File: config.mk
export PLATFORM = sky130hd
export DESIGN_NAME = sigma_delta_adc_sequencer
export DESIGN_NICKNAME = d
export VERILOG_FILES = /design/src/rtl/sigma_delta_adc_sequencer.sv
export SDC_FILE = /design/constraint.sdc
export NUM_CORES = 1
export LEC_CHECK = 0
export CAP_MARGIN = 20
export CORE_MARGIN = 1.5
export CORE_UTILIZATION = 45
export DETAILED_ROUTE_END_ITERATION = 12
export GPL_TIMING_DRIVEN = 0
export PLACE_DENSITY = 0.76
export SETUP_SLACK_MARGIN = 0.02
export SYNTH_ARGS = -nofsm -noshare
export SYNTH_HDL_FRONTEND = slang
export SYNTH_SLANG_ARGS = --single-unit
File: constraint.sdc
create_clock -name clk -period 5.4 [get_ports clk]
set_input_delay 0.54 -clock clk [delete_from_list [all_inputs] [get_ports clk]]
set_output_delay 0.54 -clock clk [all_outputs]
set_load 0.005 [all_outputs]
File: src/rtl/sigma_delta_adc_sequencer.sv
`default_nettype none
// ============================================================================
// Module      : sigma_delta_adc_sequencer
// Description : Per-channel power/warm-up sequencing for a bank of
//               sigma-delta ADCs, with round-robin merging of the channel
//               samples into one tagged valid/ready stream.
// Revision    : 1.0 - initial release
// ============================================================================
module sigma_delta_adc_sequencer #(
    parameter int NUM_CHANNELS   = 4,
    parameter int ADC_BITLEN     = 16,
    parameter int WARMUP_SAMPLES = 3,
    localparam int CH_W          = (NUM_CHANNELS > 1) ? $clog2(NUM_CHANNELS) : 1
) (
    input  logic                                 clk,
    input  logic                                 rst_n,
    input  logic [NUM_CHANNELS-1:0]              ch_enable,
    output logic [NUM_CHANNELS-1:0]              adc_rst,
    input  logic [NUM_CHANNELS*ADC_BITLEN-1:0]   adc_data,
    input  logic [NUM_CHANNELS-1:0]              adc_vld,
    output logic [ADC_BITLEN-1:0]                m_data,
    output logic [CH_W-1:0]                      m_chan,
    output logic                                 m_valid,
    input  logic                                 m_ready,
    output logic [NUM_CHANNELS-1:0]              ch_running,
    output logic [NUM_CHANNELS-1:0]              overrun,
    input  logic                                 ovr_clear
);

    localparam logic [1:0] c_ST_OFF    = 2'd0;
    localparam logic [1:0] c_ST_WARMUP = 2'd1;
    localparam logic [1:0] c_ST_RUN    = 2'd2;

    localparam bit         c_NO_WARMUP = (WARMUP_SAMPLES == 0);
    localparam logic [7:0] c_WARM_LAST = c_NO_WARMUP ? 8'd0 : 8'(WARMUP_SAMPLES - 1);

    logic [NUM_CHANNELS-1:0] w_load;
    logic [NUM_CHANNELS-1:0] w_rst_dec;
    logic [NUM_CHANNELS-1:0] w_run_dec;

    logic [NUM_CHANNELS-1:0] r_adc_rst;
    logic [NUM_CHANNELS-1:0] r_ch_running;
    logic [NUM_CHANNELS-1:0] r_hold_full;
    logic [NUM_CHANNELS-1:0] r_overrun;
    logic [ADC_BITLEN-1:0]   r_hold_data [NUM_CHANNELS];

    logic                    r_m_valid;
    logic [ADC_BITLEN-1:0]   r_m_data;
    logic [CH_W-1:0]         r_m_chan;
    logic [CH_W-1:0]         r_ptr;

    logic                    w_slot_free;
    logic                    w_any_sel;
    logic                    w_grant;
    logic [CH_W-1:0]         w_sel;
    logic [CH_W-1:0]         w_cand;
    logic [NUM_CHANNELS-1:0] w_gnt_oh;

    // ------------------------------------------------------------------
    // Per-channel sequencer
    // ------------------------------------------------------------------
    generate
        for (genvar i = 0; i < NUM_CHANNELS; i++) begin : g_ch
            logic [1:0] r_state;
            logic [1:0] w_state_nxt;
            logic [7:0] r_warm_cnt;
            logic [7:0] w_warm_cnt_nxt;
            logic       w_rst_o;
            logic       w_run_o;
            logic       w_load_o;

            always_ff @(posedge clk or negedge rst_n) begin
                if (!rst_n) begin
                    r_state    <= c_ST_OFF;
                    r_warm_cnt <= 8'd0;
                end else begin
                    r_state    <= w_state_nxt;
                    r_warm_cnt <= w_warm_cnt_nxt;
                end
            end

            always_comb begin
                w_state_nxt    = r_state;
                w_warm_cnt_nxt = r_warm_cnt;
                if (!ch_enable[i]) begin
                    w_state_nxt    = c_ST_OFF;
                    w_warm_cnt_nxt = 8'd0;
                end else begin
                    case (r_state)
                        c_ST_OFF: begin
                            w_warm_cnt_nxt = 8'd0;
                            w_state_nxt    = c_NO_WARMUP ? c_ST_RUN : c_ST_WARMUP;
                        end
                        c_ST_WARMUP: begin
                            // Strobes while settling are counted and dropped
                            if (adc_vld[i]) begin
                                if (r_warm_cnt == c_WARM_LAST) begin
                                    w_state_nxt = c_ST_RUN;
                                end else begin
                                    w_warm_cnt_nxt = r_warm_cnt + 8'd1;
                                end
                            end
                        end
                        c_ST_RUN: begin
                            w_state_nxt = c_ST_RUN;
                        end
                        default: begin
                            w_state_nxt    = c_ST_OFF;
                            w_warm_cnt_nxt = 8'd0;
                        end
                    endcase
                end
            end

            always_comb begin
                w_rst_o  = 1'b1;
                w_run_o  = 1'b0;
                w_load_o = 1'b0;
                case (r_state)
                    c_ST_WARMUP: begin
                        w_rst_o = 1'b0;
                    end
                    c_ST_RUN: begin
                        w_rst_o  = 1'b0;
                        w_run_o  = 1'b1;
                        w_load_o = ch_enable[i] & adc_vld[i];
                    end
                    default: begin
                        w_rst_o = 1'b1;
                    end
                endcase
            end

            assign w_rst_dec[i] = w_rst_o;
            assign w_run_dec[i] = w_run_o;
            assign w_load[i]    = w_load_o;
        end
    endgenerate

    always_ff @(posedge clk or negedge rst_n) begin
        if (!rst_n) begin
            r_adc_rst    <= '1;
            r_ch_running <= '0;
        end else begin
            r_adc_rst    <= w_rst_dec;
            r_ch_running <= w_run_dec;
        end
    end

    // ------------------------------------------------------------------
    // Round-robin arbiter: search starts one past the last granted channel
    // ------------------------------------------------------------------
    always_comb begin
        w_slot_free = !r_m_valid || m_ready;
        w_any_sel   = 1'b0;
        w_sel       = '0;
        w_cand      = '0;
        for (int k = 1; k <= NUM_CHANNELS; k++) begin
            w_cand = CH_W'((int'(r_ptr) + k) % NUM_CHANNELS);
            if (!w_any_sel && r_hold_full[w_cand]) begin
                w_any_sel = 1'b1;
                w_sel     = w_cand;
            end
        end
        w_grant  = w_slot_free && w_any_sel;
        w_gnt_oh = '0;
        if (w_grant) begin
            w_gnt_oh[w_sel] = 1'b1;
        end
    end

    // ------------------------------------------------------------------
    // Holding registers and sticky overrun flags
    // ------------------------------------------------------------------
    always_ff @(posedge clk or negedge rst_n) begin
        if (!rst_n) begin
            r_hold_full <= '0;
            r_overrun   <= '0;
            for (int i = 0; i < NUM_CHANNELS; i++) begin
                r_hold_data[i] <= '0;
            end
        end else begin
            for (int i = 0; i < NUM_CHANNELS; i++) begin
                // A grant in the same cycle frees the slot, so no overrun then
                if (w_load[i] && r_hold_full[i] && !w_gnt_oh[i]) begin
                    r_overrun[i] <= 1'b1;
                end else if (ovr_clear) begin
                    r_overrun[i] <= 1'b0;
                end

                if (w_load[i]) begin
                    r_hold_full[i] <= 1'b1;
                    r_hold_data[i] <= adc_data[i*ADC_BITLEN +: ADC_BITLEN];
                end else if (!ch_enable[i] || w_gnt_oh[i]) begin
                    r_hold_full[i] <= 1'b0;
                end
            end
        end
    end

    // ------------------------------------------------------------------
    // Output register
    // ------------------------------------------------------------------
    always_ff @(posedge clk or negedge rst_n) begin
        if (!rst_n) begin
            r_m_valid <= 1'b0;
            r_m_data  <= '0;
            r_m_chan  <= '0;
            r_ptr     <= '0;
        end else if (w_grant) begin
            r_m_valid <= 1'b1;
            r_m_data  <= r_hold_data[w_sel];
            r_m_chan  <= w_sel;
            r_ptr     <= w_sel;
        end else if (w_slot_free) begin
            r_m_valid <= 1'b0;
        end
    end

    assign adc_rst    = r_adc_rst;
    assign ch_running = r_ch_running;
    assign overrun    = r_overrun;
    assign m_valid    = r_m_valid;
    assign m_data     = r_m_data;
    assign m_chan     = r_m_chan;

endmodule
`default_nettype wire

After elaboration in Yosys (flattened, before gate mapping)
Cells that the tools add are included. W data, S select, Z words.

Register bits: 139. Bits in latches: 0. Memory bits (writable): 0. Memory bits (read-only): 0. Input port bits: 76. Output and inout bits: 31. Logic and storage cells: 209. Memories kept: 0.

Add/subtract/negate cells: 8. Multipliers: 0. Divide/modulo/power cells: 0. Magnitude comparators: 7. Eq/ne operators: 28. Shift-type cells: 0. Muxes and demuxes: 81. Bitwise operators: 5. Reduce and logical (&&, ||, !) cells: 55.

Operator list (count): $mux W8 (12); $pmux W8 S2 (4); $mux W1 (36); $ne A3 B3 Y1 const B (12); $add A8 B1 Y8 const B (4); $bmux W16 S2 (1); $eq A8 B2 Y1 const B (4); $mux W16 (2); $mux W2 (16); $pmux W2 S3 (4); $reduce_bool A2 Y1 (9); $lt A2 B3 Y1 const B (5); $logic_and A1 B1 Y1 (13); $logic_not A1 Y1 (12); $reduce_and A3 Y1 (4); $bmux W1 S2 (4); $eq A2 B1 Y1 const B (4); $eq A2 B2 Y1 const B (4); $logic_not A2 Y1 (4); $ne A2 B2 Y1 const B (4); $reduce_and A2 Y1 (4); $reduce_or A2 Y1 (4); $logic_or A1 B1 Y1 (5); $add A2 B1 Y2 const B (2); other kinds (7) (11).

Logic depth before layout (Yosys ltp)
Gate-level depths: netlist (run 1).

Word-level depth: 21. Gate-level depth with buffers: 8. Mapped depth without buffers: 7.

Least setup slack after synthesis (run 1)
Ideal clock, no wire load.

Path type: register to register. From: reg g_ch[1].r_warm_cnt[0]. To: reg g_ch[1].r_warm_cnt[2]. Setup time: 0.135 ns. Data arrival time: 1.686 ns. Required time: 5.265 ns. Setup slack: 3.579 ns. Cell stages (with the launch flop): 8. Path buffers: 0. Clock period less this slack: 1.821 ns. Cell sequence: dfrtp_1 > inv_1 > ha_1 > or4b_4 > o41a_4 > nand2_1 > xor2_1 > nor2_1.

Word-level cells in the longest chain between the ends: 5. Elaborated cells on any way between the ends: 8. Classes of those cells: add/sub: 1; eq/ne: 2; mux: 4; reduce/logical: 1.

Ends and longest elaborated chain: from (decl) (RTL line 66) `logic [7:0] r_warm_cnt;`; from (signal assigned) (RTL line 78) `r_warm_cnt <= w_warm_cnt_nxt;`; $add A8 B1 Y8 (RTL line 100) `w_warm_cnt_nxt = r_warm_cnt + 8'd1;`; $mux W8 (RTL line 97) `if (r_warm_cnt == c_WARM_LAST) begin`; $mux W8 (RTL line 96) `if (adc_vld[i]) begin`; $pmux W8 S2 (RTL line 89) `case (r_state)`; $mux W8 (RTL line 85) `if (!ch_enable[i]) begin`.

Several ways; a longest one is shown, not always the timed one. The select of a mux whose other input is x is not followed. A chain may end at the register's enable or synchronous reset.

Worst setup path in the final report (run 1)
From: in ch_enable[1]. To: reg r_hold_data[42] (netlist name).

Word-level cells in the longest chain between the ends: 2.

Ends and longest elaborated chain: from (decl) (RTL line 17) `input logic [NUM_CHANNELS-1:0] ch_enable,`; $and A1 B1 Y1 (RTL line 126) `w_load_o = ch_enable[i] & adc_vld[i];`; $mux W1 (RTL line 119) `case (r_state)`; to (signal, indexed assignment) (RTL line 193) `r_hold_data[i] <= adc_data[i*ADC_BITLEN +: ADC_BITLEN];`; to (decl) (RTL line 45) `logic [ADC_BITLEN-1:0] r_hold_data [NUM_CHANNELS];`.

Every way passes these cells.

==> impl_metrics.yaml, run 1 <==
setup_path:
  crit_buf_inv: 3
  critPathSlowestCell: "clkdlybuf4s50_1"
  end_kind: "register"
  start_kind: "input pin"
  path_class: "in2reg"
  required_ps: 5710
  max_stage_delay_ps: 600
  crit_family: "buffers and inverters"
  path_max_fanout: 10
  path_cells: "clkdlybuf4s50_1 > and3_1 > clkbuf_1 > buf_2 > mux2_2"
  critPathArrivalTime_ps: 2530
yosys:
  netlist_area_sq_um: 6650
  synth_edf_count: 0
  synth-xor-area-share_pct: 1.32
  ys_ff_latch: 139
  synthMuxAreaShare_pct: 13.9
  syn_inst: 588
  syn_nets: 684
  yosysUniqueCellTypes: 58
  synthSimpleGateAreaFrac_pct: 11.8
  synth_top_family_by_area: "multiplexers"
  async_reset_ff_share_pct: 100
  ys_seq_area_share_pct: 52.4
  yosys_warnings: 0
  ys.flop_type: "dfrtp_1"
  syn_avg_cell_area_sq_um: 11.3
  synthAdderAreaFrac_pct: 3.76
  synth-compound-area-share_pct: 12.8
cts:
  cts_tree: "done"
  clock_sinks: 139
  cts_max_path_buffers: 2
  cts_resized: 0
  postCtsSetupRepairBufs: 0
  cts_buffers: 17
  clock-root-buffer: "clkbuf_16"
  postCtsHoldBufs: 0
  worst_skew_pair.late_latency_ps: 430
  path_clk_slew_ps: 60
  htree_levels: 4
grt:
  grt_use_total_pct: 22.0
  antenna_found_initial: 0
  grt_pass1_vias: 5343
  grt_remaining_overflow: 0
  grt_max_degree: 83
  grt_pass1_wl_microns: 27000
die:
  initial_core_util_pct: 45.9
  die_area_sq_um: 15500
  core_sq_um: 14500
  die_w_microns: 125
  ios: 107
  num_rows: 44
  die_y_microns: 125
run:
  drv_cap: 0
timing:
  whs_ps: 57.1
  max-slew-margin-rel_pct: 56.2
  clock.fmax_ghz: 0.450
  tns_ps: 0
  slew_violations: 0
  min_period_over_period_pct: 41.2
  rsz0062_at_grt: "false"
  worstMarginPinSlew_ps: 657
  hold_violations: 0
  setup-violations-final: 0
  setup_ws_ps: 3180
  clock_skew_ps: 8.75
  fin_crit_ps: 2220
placement:
  place_ws_ps: 2710
  dp_hpwl_microns: 11800
  place.gp.congestion: 0.830
  io_buffers: 104
  place_inst: 877
routing:
  route.detailed.drc: 0
  vias: 5094
  drt_iter0_markers: 534
  totalWireLength_microns: 16300
  wl_per_cell_microns: 17.9
  drt_first_pass_iters: 5
  dr_wl_met2_microns: 7980
  met1_length_microns: 7050
  ant_nets: 0
  vias_per_cell: 5.60
  maxUsedRoutingLayer: "met4"
  dr_wl_met3_microns: 868
hold_path:
  hold_class: "in2async"
pwr:
  power_mw: 4.22
  peakVddDrop_mv: 0.289
  power-per-cell-area_nw_per_um2: 494
  leakage_nw: 3.78
finish:
  nNetsFinal: 808
  synthToLayoutAreaGrowth_pct: 28.4
  antennaDiodeCount: 0
  fillers: 1139
  stdcell_count: 909
  drive_gt1_share_pct: 16.6
outcome:
  outcome: "completed"
[through the flow]
step	util (%)	cell area, sq um
after floorplan	-	6650
after global placement	54.7	7920
after detailed placement	54.9	7950
after CTS	59.0	8540
after global routing	59.0	8540
final	59.0	8540
[where the power goes]
part	internal [mW]	leakage, nW	total [mW]	switching [mW]
clock	0.745	0.294	1.18	0.431
sequential	1.42	1.78	1.64	0.219
combinational	0.723	1.71	1.41	0.684
[Yosys cell counts, drive strengths merged (10+ instances only)]
library cell    n  area (sq um)
o211ai         17           128
buf            10          65.1
mux2           65           732
inv            40           150
and4           16           140
nand2          46           173
a31oi          20           125
dfrtp         135          3380
clkbuf         14          52.6
o21ai          47           235
nand3          16          80.1
ha             20           250
mux2i          19           190
o31ai          11          82.6
nor2           25           101
[kinds of logic after synthesis]
family / count (synthesis)
mux: 84
fa+ha+maj: 20
xor+xnor: 10
buf+inv: 64
flops: 139
simple gates: 145
compound gates: 126
[final cells by class]
| type | count | area (sq um) | share of cell area, % |
|---|---|---|---|
| Tap cell | 184 | 230 | 2.70 |
| Sequential cell | 139 | 3480 | 40.8 |
| Timing Repair Buffer | 105 | 1070 | 12.5 |
| Inverter | 40 | 150 | 1.76 |
| Clock buffer | 23 | 468 | 5.48 |
| Clock inverter | 9 | 120 | 1.41 |
| Buffer | 24 | 118 | 1.38 |
| Multi-Input combinational cell | 385 | 2900 | 33.9 |
[path summary, 6_finish.rpt]
| check | startpoint | endpoint | slack [ps] | cells past startpoint |
|---|---|---|---|---|
| min in group clk | ch_enable[3] | g_ch[3].r_state[0] | 480 | 3 |
| max in group asynchronous | rst_n | r_hold_data[26] | 4570 | 2 |
| worst min-delay path | rst_n | g_ch[0].r_warm_cnt[4] | 60 | 1 |
| worst max-delay path | ch_enable[1] | r_hold_data[42] | 3180 | 5 |
| worst max register to register | g_ch[1].r_state[0] | r_hold_data[42] | 3200 | 6 |
| worst min register to register | r_hold_data[29] | r_hold_data[29] | 500 | 1 |
[flip-flops by register name, summed over array words and instances, names as in the netlist]
register	cells
overrun	4
ch_running	4
r_ptr	2
r_hold_full	4
r_hold_data	64
g_ch.r_state	8
m_valid	1
m_data	16
adc_rst	4
g_ch.r_warm_cnt	32
[routing by layer]
| layer | vias to the layer above | GRT usage, % |
|---|---|---|
| met3 | 28 | 5.93 |
| met5 | - | 0 |
| li1 | 2372 | - |
| met1 | 2540 | 28.4 |
| met2 | 154 | 35.8 |
| met4 | 0 | 8.05 |
[cell usage in the layout (no fill, tap or decap), drive strengths merged, types with 11 or more instances in the layout]
cell type / instances
dfrtp: 135
clkdlybuf4s50: 103
mux2: 65
o21ai: 47
nand2: 46
inv: 40
clkbuf: 37
nor2: 25
a31oi: 20
ha: 20
mux2i: 19
o211ai: 17
nand3: 16
and4: 16
buf: 12
o31ai: 11
Power figures use the tool's default switching activity.
==> run 2: changes to the inputs <==
==> constraint.sdc (replaced) <==
create_clock -name clk -period 2.25 [get_ports clk]
set_input_delay 0.225 -clock clk [delete_from_list [all_inputs] [get_ports clk]]
set_output_delay 0.225 -clock clk [all_outputs]
set_load 0.005 [all_outputs]
==> run 2 against run 1 <==
  * Via count rose by 0.86%
  * Largest cell class unchanged
  * Critical endpoint is now r_hold_data[58]
  * Clock skew decreased by 2.5 ps
  * Count of clock-buffer cells in the layout stayed put
  * Global-route usage about the same
  * Critical path depth unchanged
  * Design area increased by 0.16%
  * Register-to-register slack lost 3100 ps
  * Non-clock buffer count unchanged
  * Power up 140%
  * Critical path type is now reg2reg
==> impl_metrics.yaml, run 2 (synthesis results as in run 1) <==
outcome:
  outcome: "completed"
setup_path:
  crit_buf_inv: 2
  crit_family: "buffers and inverters"
  path_cells: "inv_1 > ha_1 > nand3_1 > clkbuf_1 > mux2_2"
  path_class: "reg2reg"
  r2r_slack_ps: 110
  critPathArrivalTime_ps: 2450
  max_stage_delay_ps: 570
  required_ps: 2550
  start_kind: "register"
  end_kind: "register"
  path_max_fanout: 10
  critPathSlowestCell: "clkbuf_1"
pwr:
  p_sw_mw: 3.21
  power_mw: 10.1
  p_int_mw: 6.93
  clock_power_share_pct: 27.8
  leakage_nw: 3.79
  peakVddDrop_mv: 0.695
  power_frac_comb_pct: 33.4
  p_seq_share_pct: 38.8
  power-per-cell-area_nw_per_um2: 1190
  p_sw_share_pct: 31.6
finish:
  antennaDiodeCount: 0
  regMostFlops: "r_hold_data"
  nNetsFinal: 808
  synthToLayoutAreaGrowth_pct: 28.6
  largest_register_ffs: 64
  mostFrequentLayoutCells: "135 x dfrtp_1, 103 x clkdlybuf4s50_1, 64 x mux2_2"
  final_cell_area_sq_um: 8550
  layout_commonest_cell: "dfrtp_1"
  drive_gt1_share_pct: 16.7
cts:
  cts_max_path_buffers: 2
  worst_skew_pair.late_latency_ps: 420
  path_clk_slew_ps: 60
  clock-root-buffer: "clkbuf_16"
  clock_sinks: 139
  cts_tree: "done"
  htree_levels: 4
  cts_buffers: 17
timing:
  clock.fmax_ghz: 0.466
  rsz0062_at_grt: "true"
  fin_crit_ps: 2140
  worstMarginPinSlew_ps: 662
  setup_ws_ps: 106
  clock_skew_ps: 6.26
  min_period_over_period_pct: 95.3
  max-slew-margin-rel_pct: 55.9
  slew_violations: 0
  whs_ps: 166
  setup-violations-final: 0
  hold_violations: 0
grt:
  grt_pass1_vias: 5338
  grt_max_degree: 83
  grt_use_total_pct: 22.0
  antenna_found_initial: 0
  grt_remaining_overflow: 0
  grt_pass1_wl_microns: 27000
die:
  initial_core_util_pct: 45.9
  die_y_microns: 125
  num_rows: 44
  core_sq_um: 14500
  die_w_microns: 125
  die_area_sq_um: 15500
  ios: 107
routing:
  wl_per_cell_microns: 17.9
  ant_nets: 0
  route.detailed.drc: 0
  vias_per_cell: 5.65
  drt_iter0_markers: 443
  drt_first_pass_iters: 6
  totalWireLength_microns: 16300
  vias: 5138
hold_path:
  hold_class: "in2reg"
placement:
  place.gp.congestion: 0.830
  dp_hpwl_microns: 11800
  dpl_cell_area_sq_um: 7950
  io_buffers: 104
  place_ws_ps: -121
run:
  drv_cap: 0
[run 2: cell count changes in the layout (fill, tap and decap cells not counted)]
cell / change
clkbuf_1: -2
clkbuf_2: +1
dlygate4sd3_1: +1
nor3_2: -1
nor3_4: +1
[run 2: final timing paths]
check / startpoint / to / cells after the start
max: g_ch[0].r_state[0] / r_hold_data[58] / 5
min: ch_enable[3] / g_ch[3].r_state[0] / 3
max reg2reg: g_ch[0].r_state[0] / r_hold_data[58] / 5
min reg2reg: r_hold_data[29] / r_hold_data[29] / 1
max in group asynchronous: rst_n / r_hold_data[26] / 3
min in group asynchronous: rst_n / g_ch[0].r_warm_cnt[4] / 2
[run 2: worst register-to-register path, cell delays in order, from the launching register on]
cell,delay (ps)
dfrtp_1,380
inv_1,70
ha_1,240
nand3_1,350
clkbuf_1,570
mux2_2,420
[run 2: repair_timing]
action | 4_1_cts | 5_1_grt
endpoints found under the setup margin | 8 | 8
setup buffers | 0 | 0
hold buffers | 1 | 0
gates resized for setup | 0 | 3
hold endpoints to repair | 54 | 0
[run 2: power groups by stage]
stage	clock network, mW	logic (mW)	registers (mW)
after floorplan	0	2.16	3.81
after global placement	0	3.19	3.91
after detailed placement	0	3.35	3.96
after CTS	2.85	3.39	3.92
after global routing	2.98	3.73	4.04
final	2.82	3.39	3.93
[run 2: layout make-up]
type | count | area (sq um)
fillers | 1137 | 5930
repair buffers | 106 | 1080
flip-flops and latches | 139 | 3480
inverters | 40 | 150
multi-input cells | 385 | 2900
well taps | 184 | 230
clock buffers | 23 | 468
plain buffers | 23 | 115
clock inverters | 9 | 120
[run 2: layer usage]
metal	vias to the layer above	global-route usage (%)	wire, microns	part of all wire, %
met3	35	5.88	961	5.9
li1	2373	-	-	-
met1	2538	28.3	6960	43
met4	0	8.05	433	2.7
met5	-	0	0	0
met2	192	35.9	7930	49
[run 2: through the flow]
step	utilization [%]	cells	TNS (ps)
5_1_grt	59.1	909	0
6_report	59.1	909	0
3_3_place_gp	54.7	876	-589050
2_1_floorplan	-	588	0
4_1_cts	59.0	909	0
3_5_place_dp	54.9	877	-924
==> patch: new RTL, config.mk and constraints of run 2 <==
Compare `r_warm_cnt` against `c_WARM_LAST` with >= in place of ==.
--- a/src/rtl/sigma_delta_adc_sequencer.sv
+++ b/src/rtl/sigma_delta_adc_sequencer.sv
@@ -95,5 +95,5 @@
                             // Strobes while settling are counted and dropped
                             if (adc_vld[i]) begin
-                                if (r_warm_cnt == c_WARM_LAST) begin
+                                if (r_warm_cnt >= c_WARM_LAST) begin
                                     w_state_nxt = c_ST_RUN;
                                 end else begin
Formal check against the unedited RTL: same outputs for any inputs over 4 cycles, from zero or initial values and one cycle with rst_n low; that may be too few to reach the edited logic, so the function may still have changed.
==> patch against run 2 <==
Sequential cell count is the same. Highest routed layer unchanged. Worst setup slack gained 0.062 ns. Critical path type unchanged. Cell area shrank 3.7%. Critical path depth is the same. Fmax grew 3.0%. Critical endpoint is now r_hold_data[30]. Largest cell class unchanged. Routed wire length shrank 13%. Synthesized area shrank 6.1%. Total power grew 3.9%.
==> patch: results (changes against run 2) <==
metric;value;unit;change
Synth Area per Inst;12.3;sq um;+8.7%
Clock Skew;0.00526;ns;-0.000998 ns
layout cell share with drive strength beyond 1;20.4;%;+3.7 points
first-pass GRT wire length;23.1;mm;-14%
number of port buffers;106;;+1.9%
CP arrival;2.38;ns;-0.07 ns
DP HPWL;10.4;mm;-11%
status;complete, no violations;;
Seq/Total Area, Yosys;55.8;%;+3.4 points
pin count of the biggest net entering global routing;71;;-14%
Layout Cells excl Fill;827;;-9.0%
grt met1 use;25.3;%;-3.0 points
met3 wire length;736;microns;-23%
pre-CTS setup slack;-0.0458;ns;+0.0753 ns
syn_nets;604;;-12%
xor/xnor cell area share of the yosys netlist;0;%;-1.3 points
GR Layer Usage met3;5.14;%;-0.74 points
GP Congestion;0.845;;+1.8%
Netlist cell types;42;;-28%
vias;4332;;-16%
Synth Area in Compound Gates;8.98;%;-3.8 points
top cells by area, synth;dfrtp_1 54%, mux2_2 12%, ha_1 4.0%;;
DRT met1 WL;5.84;mm;-16%
M2 GR Usage;35.1;%;-0.76 points
Post-DP Area;7550;sq um;-5.0%
-- patch: cell count changes after synthesis, moves of 10 or more --
cell | run 2 | this run
nor2_1 | 24 | 34
and4_1 | 16 | 0
a31oi_1 | 20 | 0
a211oi_1 | 0 | 27
nand2_1 | 46 | 17
o211ai_1 | 17 | 0
o21ai_0 | 37 | 12
and2_1 | 1 | 21
-- patch: repair_timing --
action                                 4_1_cts  5_1_grt
setup endpoints to repair                    8       32
hold buffers                                 1        0
setup buffers                                0        3
resized for setup                            1        6
pin swaps                                    0        1
endpoints found under the hold margin       67        0
-- patch: worst max-delay path: stages, from the launching register on --
cell and delay (ns):
dfrtp_1 0.38, inv_1 0.08, ha_1 0.26, nand3_1 0.40
clkbuf_1 0.46, mux2_2 0.40
-- patch: power by group --
part	leakage (nW)	internal [mW]	switching, mW	total [mW]
clock network	0.312	1.93	1.03	2.97
logic	1.74	2.00	1.68	3.67
registers	1.78	3.40	0.498	3.90
total	3.84	7.33	3.21	10.5
-- patch: cell type report --
cell class                 instances  area, sq um
timing repair buffer             111         1120
clock buffer                      20          467
sequential                       139         3480
clock inverter                    12          169
tap                              176          220
inverter                          40          150
multi-input combinational        311         2490
fill                            1056         5160
buffer                            18          133
-- patch: final timing paths --
kind,start,end,slack [ns],depth (start not counted)
setup / recovery,g_ch[2].r_state[0],r_hold_data[30],0.17,5
hold / removal,rst_n,r_hold_data[55],0.38,2
min in group clk,adc_data[37],r_hold_data[21],0.42,2
hold reg to reg,g_ch[1].r_warm_cnt[6],g_ch[1].r_warm_cnt[6],0.48,1
setup reg to reg,g_ch[2].r_state[0],r_hold_data[30],0.17,5
max in group asynchronous,rst_n,adc_rst[0],1.10,3
